[src/rtl/control_modes_if.sv]
// Front-panel bundle: debounced buttons in, mode state and request pulses out.
// Pulses carry no ready: each is high for one cycle and must be taken in that cycle.
interface control_modes_if #(
  parameter int NUM_MODES = 2
);
  logic                 b1;
  logic                 b2;
  logic                 b3;
  logic [2:0]           mode;
  logic [NUM_MODES-1:0] mode_active;
  logic                 inc_pulse;
  logic                 dec_pulse;
  logic                 stop_pulse;
  logic                 timeout_pulse;

  modport master (
    output b1, b2, b3,
    input  mode, mode_active, inc_pulse, dec_pulse, stop_pulse, timeout_pulse
  );

  modport slave (
    input  b1, b2, b3,
    output mode, mode_active, inc_pulse, dec_pulse, stop_pulse, timeout_pulse
  );
endinterface

[src/rtl/control_modes.sv]
// Front-panel mode controller: per-button short/long/repeat classifier feeding
// an idle/setting-mode FSM with an inactivity timeout. All outputs registered.
module control_modes #(
  parameter int NUM_MODES      = 2,
  parameter int LONG_CYCLES    = 1000,
  parameter int REPEAT_CYCLES  = 250,
  parameter int TIMEOUT_CYCLES = 10000
) (
  input  logic            clock,
  input  logic            reset_n,
  control_modes_if.slave  bus
);

  localparam int CW = $clog2(LONG_CYCLES + 1);
  localparam int RW = (REPEAT_CYCLES > 1) ? $clog2(REPEAT_CYCLES) : 1;
  localparam int TW = $clog2(TIMEOUT_CYCLES);

  localparam logic [CW-1:0] LONG_MAX  = CW'(LONG_CYCLES);
  localparam logic [CW-1:0] LONG_LAST = CW'(LONG_CYCLES - 1);
  localparam logic [RW-1:0] REP_LAST  = RW'(REPEAT_CYCLES - 1);
  localparam logic [TW-1:0] TO_LAST   = TW'(TIMEOUT_CYCLES - 1);
  localparam logic [2:0]    MODE_LAST = 3'(NUM_MODES);

  typedef enum logic {ST_IDLE, ST_SET} state_t;

  logic [2:0]    btn;
  logic [2:0]    armed;
  logic [CW-1:0] hold_cnt [3];
  logic [RW-1:0] rep_cnt  [2];
  logic [2:0]    long_ev;
  logic [2:0]    short_ev;
  logic [1:0]    rep_ev;

  assign btn = {bus.b3, bus.b2, bus.b1};

  // Classifier. hold_cnt saturates at LONG_CYCLES, which marks "long already
  // reported" so the release after a long press stays silent.
  always_ff @(posedge clock or negedge reset_n) begin
    if (!reset_n) begin
      armed    <= '0;
      long_ev  <= '0;
      short_ev <= '0;
      rep_ev   <= '0;
      for (int i = 0; i < 3; i++) hold_cnt[i] <= '0;
      for (int i = 0; i < 2; i++) rep_cnt[i]  <= '0;
    end else begin
      long_ev  <= '0;
      short_ev <= '0;
      rep_ev   <= '0;
      for (int i = 0; i < 3; i++) begin
        if (!armed[i]) begin
          armed[i] <= ~btn[i];
        end else if (btn[i]) begin
          if (hold_cnt[i] == LONG_LAST) begin
            hold_cnt[i] <= LONG_MAX;
            long_ev[i]  <= 1'b1;
          end else if (hold_cnt[i] != LONG_MAX) begin
            hold_cnt[i] <= hold_cnt[i] + 1'b1;
          end
        end else begin
          short_ev[i] <= (hold_cnt[i] != '0) && (hold_cnt[i] != LONG_MAX);
          hold_cnt[i] <= '0;
        end
      end
      for (int i = 0; i < 2; i++) begin
        if (armed[i] && btn[i] && (hold_cnt[i] == LONG_MAX)) begin
          if (rep_cnt[i] == REP_LAST) begin
            rep_cnt[i] <= '0;
            rep_ev[i]  <= 1'b1;
          end else begin
            rep_cnt[i] <= rep_cnt[i] + 1'b1;
          end
        end else begin
          rep_cnt[i] <= '0;
        end
      end
    end
  end

  logic ev1, ev2, ev3, ev_any;
  assign ev1    = long_ev[0] | short_ev[0] | rep_ev[0];
  assign ev2    = long_ev[1] | short_ev[1] | rep_ev[1];
  assign ev3    = long_ev[2] | short_ev[2];
  assign ev_any = ev1 | ev2 | ev3;

  state_t               state, state_d;
  logic [2:0]           mode_q, mode_d;
  logic [NUM_MODES-1:0] active_q, active_d;
  logic [TW-1:0]        tcnt, tcnt_d;
  logic                 inc_q, inc_d, dec_q, dec_d;
  logic                 stop_q, stop_d, to_q, to_d;

  // Only the highest-priority button (b3 > b1 > b2) with any event acts.
  always_comb begin
    state_d = state;
    mode_d  = mode_q;
    inc_d   = 1'b0;
    dec_d   = 1'b0;
    stop_d  = 1'b0;
    to_d    = 1'b0;
    if (ev3) begin
      if (long_ev[2]) begin
        stop_d  = 1'b1;
        state_d = ST_IDLE;
        mode_d  = 3'd0;
      end else if (state == ST_SET) begin
        if (mode_q == MODE_LAST) begin
          state_d = ST_IDLE;
          mode_d  = 3'd0;
        end else begin
          mode_d = mode_q + 3'd1;
        end
      end
    end else if (ev1) begin
      if (state == ST_IDLE) begin
        if (long_ev[0]) begin
          state_d = ST_SET;
          mode_d  = 3'd1;
        end
      end else begin
        inc_d = 1'b1;
      end
    end else if (ev2) begin
      if (state == ST_IDLE) begin
        if (long_ev[1]) begin
          state_d = ST_SET;
          mode_d  = (NUM_MODES == 1) ? 3'd1 : 3'd2;
        end
      end else begin
        dec_d = 1'b1;
      end
    end else if ((state == ST_SET) && (tcnt == TO_LAST)) begin
      to_d    = 1'b1;
      state_d = ST_IDLE;
      mode_d  = 3'd0;
    end

    if (ev_any || (mode_d != mode_q) || (state == ST_IDLE)) tcnt_d = '0;
    else                                                    tcnt_d = tcnt + 1'b1;

    for (int i = 0; i < NUM_MODES; i++) active_d[i] = (mode_d == 3'(i + 1));
  end

  always_ff @(posedge clock or negedge reset_n) begin
    if (!reset_n) begin
      state    <= ST_IDLE;
      mode_q   <= 3'd0;
      active_q <= '0;
      tcnt     <= '0;
      inc_q    <= 1'b0;
      dec_q    <= 1'b0;
      stop_q   <= 1'b0;
      to_q     <= 1'b0;
    end else begin
      state    <= state_d;
      mode_q   <= mode_d;
      active_q <= active_d;
      tcnt     <= tcnt_d;
      inc_q    <= inc_d;
      dec_q    <= dec_d;
      stop_q   <= stop_d;
      to_q     <= to_d;
    end
  end

  assign bus.mode          = mode_q;
  assign bus.mode_active   = active_q;
  assign bus.inc_pulse     = inc_q;
  assign bus.dec_pulse     = dec_q;
  assign bus.stop_pulse    = stop_q;
  assign bus.timeout_pulse = to_q;

endmodule

[src/flat_wrapper.sv]
// flat-port wrapper written by rule: the top's interface ports become plain ports
module control_modes_flat 
#(
  parameter int NUM_MODES      = 2,
  parameter int LONG_CYCLES    = 1000,
  parameter int REPEAT_CYCLES  = 250,
  parameter int TIMEOUT_CYCLES = 10000
)
  (clock, reset_n, bus_b1, bus_b2, bus_b3, bus_mode, bus_mode_active, bus_inc_pulse, bus_dec_pulse, bus_stop_pulse, bus_timeout_pulse);
  control_modes_if #(.NUM_MODES(NUM_MODES)) bus_i ();
  input  logic clock;
  input  logic reset_n;
  input wire logic [$bits(bus_i.b1)-1:0] bus_b1;
  input wire logic [$bits(bus_i.b2)-1:0] bus_b2;
  input wire logic [$bits(bus_i.b3)-1:0] bus_b3;
  output wire logic [$bits(bus_i.mode)-1:0] bus_mode;
  output wire logic [$bits(bus_i.mode_active)-1:0] bus_mode_active;
  output wire logic [$bits(bus_i.inc_pulse)-1:0] bus_inc_pulse;
  output wire logic [$bits(bus_i.dec_pulse)-1:0] bus_dec_pulse;
  output wire logic [$bits(bus_i.stop_pulse)-1:0] bus_stop_pulse;
  output wire logic [$bits(bus_i.timeout_pulse)-1:0] bus_timeout_pulse;
  assign bus_i.b1 = bus_b1;
  assign bus_i.b2 = bus_b2;
  assign bus_i.b3 = bus_b3;
  assign bus_mode = bus_i.mode;
  assign bus_mode_active = bus_i.mode_active;
  assign bus_inc_pulse = bus_i.inc_pulse;
  assign bus_dec_pulse = bus_i.dec_pulse;
  assign bus_stop_pulse = bus_i.stop_pulse;
  assign bus_timeout_pulse = bus_i.timeout_pulse;
  control_modes #(.NUM_MODES(NUM_MODES), .LONG_CYCLES(LONG_CYCLES), .REPEAT_CYCLES(REPEAT_CYCLES), .TIMEOUT_CYCLES(TIMEOUT_CYCLES)) u_core (.clock(clock), .reset_n(reset_n), .bus(bus_i));
endmodule
[config.mk]
export PLATFORM = sky130hd
export DESIGN_NAME = control_modes_flat
export DESIGN_NICKNAME = d
export VERILOG_FILES = /design/src/rtl/control_modes_if.sv /design/src/rtl/control_modes.sv /design/src/flat_wrapper.sv
export SDC_FILE = /design/constraint.sdc
export NUM_CORES = 1
export LEC_CHECK = 0
export ABC_AREA = 1
export CAP_MARGIN = 15
export CORE_MARGIN = 3
export CORE_UTILIZATION = 35
export DETAILED_ROUTE_END_ITERATION = 12
export PLACE_DENSITY_LB_ADDON = 0.1
export SLEW_MARGIN = 20
export SYNTH_ARGS = -nofsm -noshare
export SYNTH_HDL_FRONTEND = slang
export SYNTH_SLANG_ARGS = --single-unit
[constraint.sdc]
create_clock -name clock -period 2 [get_ports clock]
set_input_delay 0.2 -clock clock [delete_from_list [all_inputs] [get_ports clock]]
set_output_delay 0.2 -clock clock [all_outputs]
set_load 0.02 [all_outputs]
; Word level (Yosys, flattened, before mapping)
; Index checks and enable logic that the tools add are counted.
; Widths: inputs -> output; s select.
[classes]
n_addsub = 7
eq_ne = 18
n_mux = 70
bitwise = 11
reduce_logical = 17
[op_table]
columns = op, n
row1 = $mux 10, 9
row2 = $eq 10x10->1 const B, 5
row3 = $mux 1, 45
row4 = $mux 3, 11
row5 = $mux 8, 4
row6 = $add 10x1->10 const B, 3
row7 = $ne 10x10->1 const B, 3
row8 = $reduce_bool 10->1, 3
row9 = $add 8x1->8 const B, 2
row10 = $eq 8x8->1 const B, 2
row11 = $add 14x1->14 const B, 1
row12 = $eq 14x14->1 const B, 1
row13 = $mux 14, 1
row14 = $ne 3x1->1 const B, 3
row15 = $logic_and 1x1->1, 8
row16 = $or 1x1->1, 7
row17 = $eq 3x2->1 const B, 2
row18 = $reduce_and 2->1, 3
row19 = $not 1->1, 4
row20 = $reduce_bool 4->1, 1
row21 = $add 3x1->3 const B, 1
row22 = $eq 3x1->1 const B, 1
row23 = $ne 3x3->1, 1
row24 = $logic_or 1x1->1, 2
[word_totals]
regBits = 81
input_bits = 5
output_inout_bits = 9
word_cells = 140

; Logic depth before layout (Yosys ltp)
; Gate-level depths: netlist of run 1.
[logic_depth]
word_depth = 10
ltp_mapped = 14

; Least setup slack after synthesis of run 1
; No wires, ideal clock.
[synth_path]
kind = register to register
start = reg u_core.tcnt[0]
end = reg u_core.tcnt[11]
setup_time_ns = 0.121
arrival_ns = 1.524
t_required_ns = 1.879
setup_slack_ns = 0.356
path_stages_with_launch = 14
n_path_buf = 1
synth_period_minus_slack_ns = 1.644
cell_sequence = dfrtp_1 -> ha_1 -> nand3_1 -> nor2_2 -> nand2_1 -> nor2_2 -> nor2_2 -> nand2_2 -> nand2_1 -> nand2_1 -> inv_2 -> nand3_4 -> buf_6 -> nor2_2
[synth_via]
elab_chain_cells = 10
word_cells_on_any_way = 11
classes_between = 1 x add/sub / 2 x eq/ne / 5 x mux / 3 x reduce/logical
[synth_rtl]
columns = element, line_no
row1 = from (decl), control_modes.sv:89  ; logic [TW-1:0] tcnt, tcnt_d;
row2 = from (signal assigned), control_modes.sv:158  ; tcnt <= tcnt_d;
row3 = $eq 14x14->1, control_modes.sv:132  ; end else if ((state == ST_SET) && (tcnt == TO_LAST)) begin
row4 = $logic_and 1x1->1, control_modes.sv:132
row5 = $mux 3, control_modes.sv:132
row6 = $mux 3, control_modes.sv:123  ; end else if (ev2) begin
row7 = $mux 3, control_modes.sv:114  ; end else if (ev1) begin
row8 = $mux 3, control_modes.sv:101  ; if (ev3) begin
row9 = $ne 3x3->1, control_modes.sv:138  ; if (ev_any || (mode_d != mode_q) || (state == ST_IDLE)) tcnt_d = '0;
row10 = $logic_or 1x1->1 (2 in series), control_modes.sv:138
row11 = $mux 14 *, control_modes.sv:138
row12 = via u_core.tcnt_d[11], control_modes.sv:89
; Mark *: on every way through the listed nets, which the timed path passes. The rest lies on a longest branch.
; A chain may end at the register's enable or synchronous reset.

; Final worst setup path of run 1
[layout_path]
start = reg u_core.tcnt[0]
end = reg u_core.tcnt[9]
; The elaborated chain is that of the path after synthesis.

==> impl_metrics.toml, run 1 <==
[outcome]
status = "finished clean"

[sta]
setup_violations = 0
period_minus_slack_ps = 1780
max_freq_ghz = 0.562
slew-limit-headroom_pct = 76.2
final-hold-violation-count = 0
fin_crit_sh_pct = 89.0
skew_ps = 4.80
slew_violations = 0
tightest_slew_ps = 355

[die]
io_pins = 14
coreArea_sq_mm = 0.0117
initial_core_util_pct = 36.6
rows = 39
die_w_um = 117
fp.dieH_um = 117
dieArea_sq_mm = 0.0136

[synthesis]
synth.distinct_cells = 41
ys_seq_elements = 81
synth_fp_nets = 524
syn_avg_cell_area_sq_um = 8.44
yosysWarnings = 0
syn_inst = 508
synth-seq-area-share_pct = 47.3
syn_area_sq_mm = 0.00429

[power_and_ir_drop]
powerDensity_mw_per_mm2 = 708
leakagePower_uw = 0.00221
p_sw_uw = 839
finalPower_uw = 3480
power_frac_seq_pct = 49.1
internal_power_uw = 2640
swShare_pct = 24.1
clkPwrFrac_pct = 41.5
ir_worst_vdd_mv = 0.627
p_comb_share_pct = 9.4

[route]
routed_wl_um = 8640
wl_met2_um = 4000
drtAntennaViolNets = 0
dr.first_iter.drc_count = 174
highest_layer = "met4"
firstDrtPassIters = 4
vias = 3305
wl_per_cell_um = 12.7
m1WireLength_um = 4090
routed-wl-met3_um = 391
drc_errors = 0
via_per_inst = 4.85

[finish]
final_common_cell = "nand2_1"
final_cell_mix = "nand2_1, dfrtp_1, inv_1"
areaGrowthSynthToFinish_pct = 14.7
drive_gt1_share_pct = 10.4
final_cells = 681
nNetsFinal = 552
n_antenna_cell = 0

[clock_tree]
cts_tree = "done"
postCtsSetupBuffers = 0
clk_latency_ps = 340
cts_sinks = 81
clkTransAtPathRegs_ps = 60
htree_levels = 3
clk_path_buf_depth = 2
cts-root-buf = "clkbuf_16"
numCtsBuffers = 9

[global_route]
antenna_found_initial = 0
grt_max_degree = 44
grt_pass1_vias = 3343
grt_pass1_wl_um = 15500
grt_overflow = 0
grtUsageTotal_pct = 14.5

[critical_path]
worstPathRequired_ps = 2270
start_kind = "flip-flop"
timing.rr.start = "u_core.tcnt[0]"
crit_path_end_kind = "flip-flop"
worstSetupPathType = "reg -> reg"
worstPathArrival_ps = 2050
setup.worst_path.start = "u_core.tcnt[0]"
crit_end = "u_core.tcnt[9]"
rr_endpoint = "u_core.tcnt[9]"
regToRegSetupSlack_ps = 220
reg2reg_depth = 12
critPathMaxFanout = 7

[hold_path]
hold_path.class = "in -> async"

[job]
maxCapViolCount = 0

[placed_design]
io_buffers = 13
dp_hpwl_um = 6260
place.gp.congestion = 0.829
dp_cells = 666
[metrics by stage]
step	utilization, %	setup TNS [ps]	setup WS [ps]	cell area [sq um]	hold WS (ps)
floorplan	-	0	356	4290	-95.6
global placement	39.6	0	219	4640	120
detailed placement	39.6	0	151	4640	117
CTS	41.8	0	134	4900	295
global route	42.0	-2.07	-2.07	4920	317
finish	42.0	0	220	4920	294
[cells in the mapped netlist (all sizes together)]
library cell / instances / share of area, %
a31oi: 3 / 0.44
a211oi: 2 / 0.35
o21ai: 16 / 1.9
o211ai: 2 / 0.35
nand2: 89 / 8.3
buf: 1 / 0.26
nor3: 20 / 2.7
nand4: 12 / 1.8
clkbuf: 5 / 0.44
inv: 76 / 6.7
a21oi: 14 / 1.7
o22ai: 13 / 1.9
clkinv: 1 / 0.087
o311ai: 1 / 0.20
nor4: 2 / 0.29
o31ai: 1 / 0.18
o21bai: 2 / 0.35
dfrtp: 81 / 47
a31o: 1 / 0.20
xnor2: 6 / 1.2
a311oi: 2 / 0.41
a22oi: 1 / 0.18
nand3: 42 / 5.3
nor2: 66 / 7.2
or2: 3 / 0.44
and3: 6 / 0.88
o211a: 1 / 0.23
xor2: 26 / 5.3
ha: 11 / 3.2
nor3b: 2 / 0.35
[repair_timing]
item | 4_1_cts | 5_1_grt
endpoints found under the hold margin | 20 | 0
endpoints found under the setup margin | 0 | 14
hold buffers | 1 | 0
resized for setup | 0 | 2
[sequential cells by signal, summed over array words and instances (netlist names)]
| register | count |
|---|---|
| u_core.tcnt | 14 |
| u_core.armed | 3 |
| u_core.state | 1 |
| u_core.hold_cnt | 30 |
| u_core.bus.stop_pulse | 1 |
| u_core.bus.timeout_pulse | 1 |
| u_core.short_ev | 3 |
| u_core.rep_ev | 2 |
| u_core.rep_cnt | 16 |
| u_core.bus.mode_active | 2 |
| u_core.bus.dec_pulse | 1 |
| u_core.bus.inc_pulse | 1 |
| u_core.long_ev | 3 |
| u_core.bus.mode | 3 |
[routing by layer]
layer | global-route usage [%] | vias up
met5 | 0 | -
met4 | 5.66 | 0
met3 | 4.72 | 12
met2 | 23.0 | 54
met1 | 18.4 | 1527
li1 | - | 1712
[final cells by class]
cell class,count,area [sq um]
Inverter,77,289
Clock inverter,1,5.00
Timing Repair Buffer,22,210
Clock buffer,12,246
Sequential cell,81,2030
Multi-Input combinational cell,345,1960
Tap cell,143,179
Fill cell,1160,6790
[logic make-up after synthesis]
kind of cell,Yosys count,share of synthesized area [%]
buf+inv,83,7.44
xor+xnor,32,6.54
flops,81,47.3
compound gates,59,8.38
simple gates,242,27.1
fa+ha+maj,11,3.21
[how the worst min path moves through the flow]
| stage | from | end | slack, ps | cells after the start |
|---|---|---|---|---|
| floorplan | reset_n | u_core.armed[0] | -100 | 0 |
| global placement | reset_n | u_core.hold_cnt[17] | 120 | 1 |
| detailed placement | reset_n | u_core.hold_cnt[17] | 120 | 1 |
| CTS | reset_n | u_core.hold_cnt[12] | 290 | 2 |
| global route | reset_n | u_core.hold_cnt[12] | 320 | 2 |
| finish | reset_n | u_core.rep_cnt[3] | 290 | 2 |
[critical path, cell delays in order, from the launching register on]
cell and delay [ps]:
dfrtp_1 400, ha_1 220, nand3_1 150, nor2_2 80
nand2_1 100, nor2_2 50, nor2_2 120, nand2_2 80
nand2_1 60, nand2_1 60, inv_2 110, nand3_4 170
nor2_2 110
[power groups by stage]
stage / clock network (uW) / logic (uW) / registers (uW)
floorplan: 0 / 160 / 1750
global placement: 0 / 313 / 1740
detailed placement: 0 / 311 / 1740
CTS: 1520 / 314 / 1710
global route: 1580 / 376 / 1710
finish: 1440 / 327 / 1710
No activity file was read; power rests on OpenSTA's default activity.
==> run 2: changes to the inputs <==
--- a/config.mk
+++ b/config.mk
@@ -10,7 +10,7 @@
 export CORE_MARGIN = 3
 export CORE_UTILIZATION = 35
 export DETAILED_ROUTE_END_ITERATION = 12
-export PLACE_DENSITY_LB_ADDON = 0.1
+export PLACE_DENSITY = 0.61
 export SLEW_MARGIN = 20
 export SYNTH_ARGS = -nofsm -noshare
 export SYNTH_HDL_FRONTEND = slang
==> run 2 against run 1 <==
Core utilization is 0.40 points higher. Sequential power hardly changed. Largest power group unchanged. Maximum frequency is 2.4% lower. Global-route usage is 0.92 points lower. Clock-buffer cell count is 3 lower. Critical path type unchanged.
==> impl_metrics.toml, run 2 (same netlist as run 1, synthesis figures left out) <==
[sta]
final-hold-violation-count = 0
period_minus_slack_ps = 1820
rsz0062_at_grt = "true"
fin_crit_sh_pct = 91.2
setup_violations = 0
skew_ps = 6.75
worst_slack_ps = 176
tightest_slew_ps = 440
slew_violations = 0
fin_setup_tns_ps = 0
slew-limit-headroom_pct = 70.7
hold_ws_ps = 353
max_freq_ghz = 0.548

[finish]
largest_reg_flops = 30
n_antenna_cell = 0
final_common_cell = "nand2_1"
nNetsFinal = 549
areaGrowthSynthToFinish_pct = 15.8
top_register = "u_core.hold_cnt"
drive_gt1_share_pct = 11.2
final_cell_mix = "nand2_1, dfrtp_1, inv_1"
nFillCells = 1151
top_regs = "u_core.hold_cnt (30), u_core.rep_cnt (16), u_core.tcnt (14)"

[die]
die_w_um = 117
io_pins = 14
coreArea_sq_mm = 0.0117
dieArea_sq_mm = 0.0136
initial_core_util_pct = 36.6
fp.dieH_um = 117
rows = 39

[critical_path]
crit_family = "simple AND/OR/NAND/NOR gates"
crit_chain = "inv_1 > ha_1 > and3_1 > nand2_1 > nand2_1 > nand2_4 > nand2_1 > a21oi_1 > o21bai_1"
reg2reg_depth = 9
start_kind = "flip-flop"
critPathMaxFanout = 10
slowest_stage = "dfrtp_1"
regToRegSetupSlack_ps = 180
timing.rr.start = "u_core.hold_cnt[20]"
max_stage_delay_ps = 400
rr_endpoint = "u_core.hold_cnt[23]"
worst-path-buf-inv = 1
worstPathRequired_ps = 2260
worstSetupPathType = "reg -> reg"
worstPathArrival_ps = 2090
cpMostUsedCell = "nand2_1"
crit_path_end_kind = "flip-flop"

[route]
firstDrtPassIters = 4
via_per_inst = 4.93
drc_errors = 0
wl_per_cell_um = 12.4
drtAntennaViolNets = 0
dr.first_iter.drc_count = 134
vias = 3358
routed_wl_um = 8460

[global_route]
grt_max_degree = 50
grt_pass1_vias = 3280
grtUsageTotal_pct = 13.6
grt_pass1_wl_um = 14800
grt_overflow = 0
antenna_found_initial = 0

[clock_tree]
clk_path_buf_depth = 2
numCtsBuffers = 9
cts-root-buf = "clkbuf_16"
cts_tree = "done"
clk_latency_ps = 340
postCtsSetupBuffers = 0
cts_sinks = 81
clkTransAtPathRegs_ps = 60
htree_levels = 3

[power_and_ir_drop]
ir_worst_vdd_mv = 0.382
leakagePower_uw = 0.00223
powerDensity_mw_per_mm2 = 751

[placed_design]
place.gp.congestion = 0.891
dp_hpwl_um = 5970
io_buffers = 13
dp_slack_ps = 155

[outcome]
status = "finished clean"

[job]
maxCapViolCount = 0

[hold_path]
hold_path.class = "in -> async"
[run 2: cell types whose count changed in the layout (fill, tap and decap cells not counted), moves of 2 or more]
cell,before,now
clkbuf_1,2,0
buf_4,8,5
clkinv_4,0,2
inv_6,0,4
[run 2: timing repair]
item,4_1_cts,5_1_grt
hold buffers,1,0
setup endpoints to repair,0,17
resized for setup,0,5
hold endpoints to repair,32,0
[run 2: worst max path at each step]
| stage | end | cells past startpoint | from | slack (ps) |
|---|---|---|---|---|
| after detailed placement | u_core.tcnt[2] | 12 | u_core.tcnt[0] | 160 |
| after CTS | u_core.tcnt[13] | 12 | u_core.tcnt[0] | 140 |
| after global routing | u_core.hold_cnt[13] | 10 | u_core.hold_cnt[10] | -20 |
| after floorplan | u_core.tcnt[11] | 13 | u_core.tcnt[0] | 360 |
| final | u_core.hold_cnt[23] | 9 | u_core.hold_cnt[20] | 180 |
| after global placement | u_core.tcnt[0] | 12 | u_core.tcnt[0] | 230 |
[run 2: cell type report]
cell class                      instances  area (sq um)  area share [%]
Multi-Input combinational cell        345          1970            39.8
Timing Repair Buffer                   19           188            3.78
Inverter                               77           289            5.82
Clock inverter                          7          82.6            1.66
Sequential cell                        81          2030            40.8
Clock buffer                            9           225            4.54
Tap cell                              143           179            3.60
[run 2: power by group]
group | total [uW] | switching [uW] | internal [uW]
clock | 1690 | 705 | 989
combinational | 323 | 210 | 113
sequential | 1710 | 37.7 | 1670
[run 2: per-layer routing]
| layer | up-vias | share of wire [%] | GRT usage, % |
|---|---|---|---|
| met4 | 0 | 2.1 | 6.42 |
| met2 | 56 | 48 | 21.8 |
| li1 | 1710 | - | - |
| met1 | 1579 | 47 | 17.6 |
| met5 | - | 0 | 0 |
| met3 | 13 | 3.0 | 2.64 |
[run 2: through the flow]
stage	area (sq um)	total power [uW]	util, %	std cells
floorplan	4290	1910	-	508
global placement	4610	2040	39.4	663
detailed placement	4610	2040	39.4	663
CTS	4930	3770	42.1	680
global route	4960	3880	42.4	681
finish	4960	3730	42.4	681
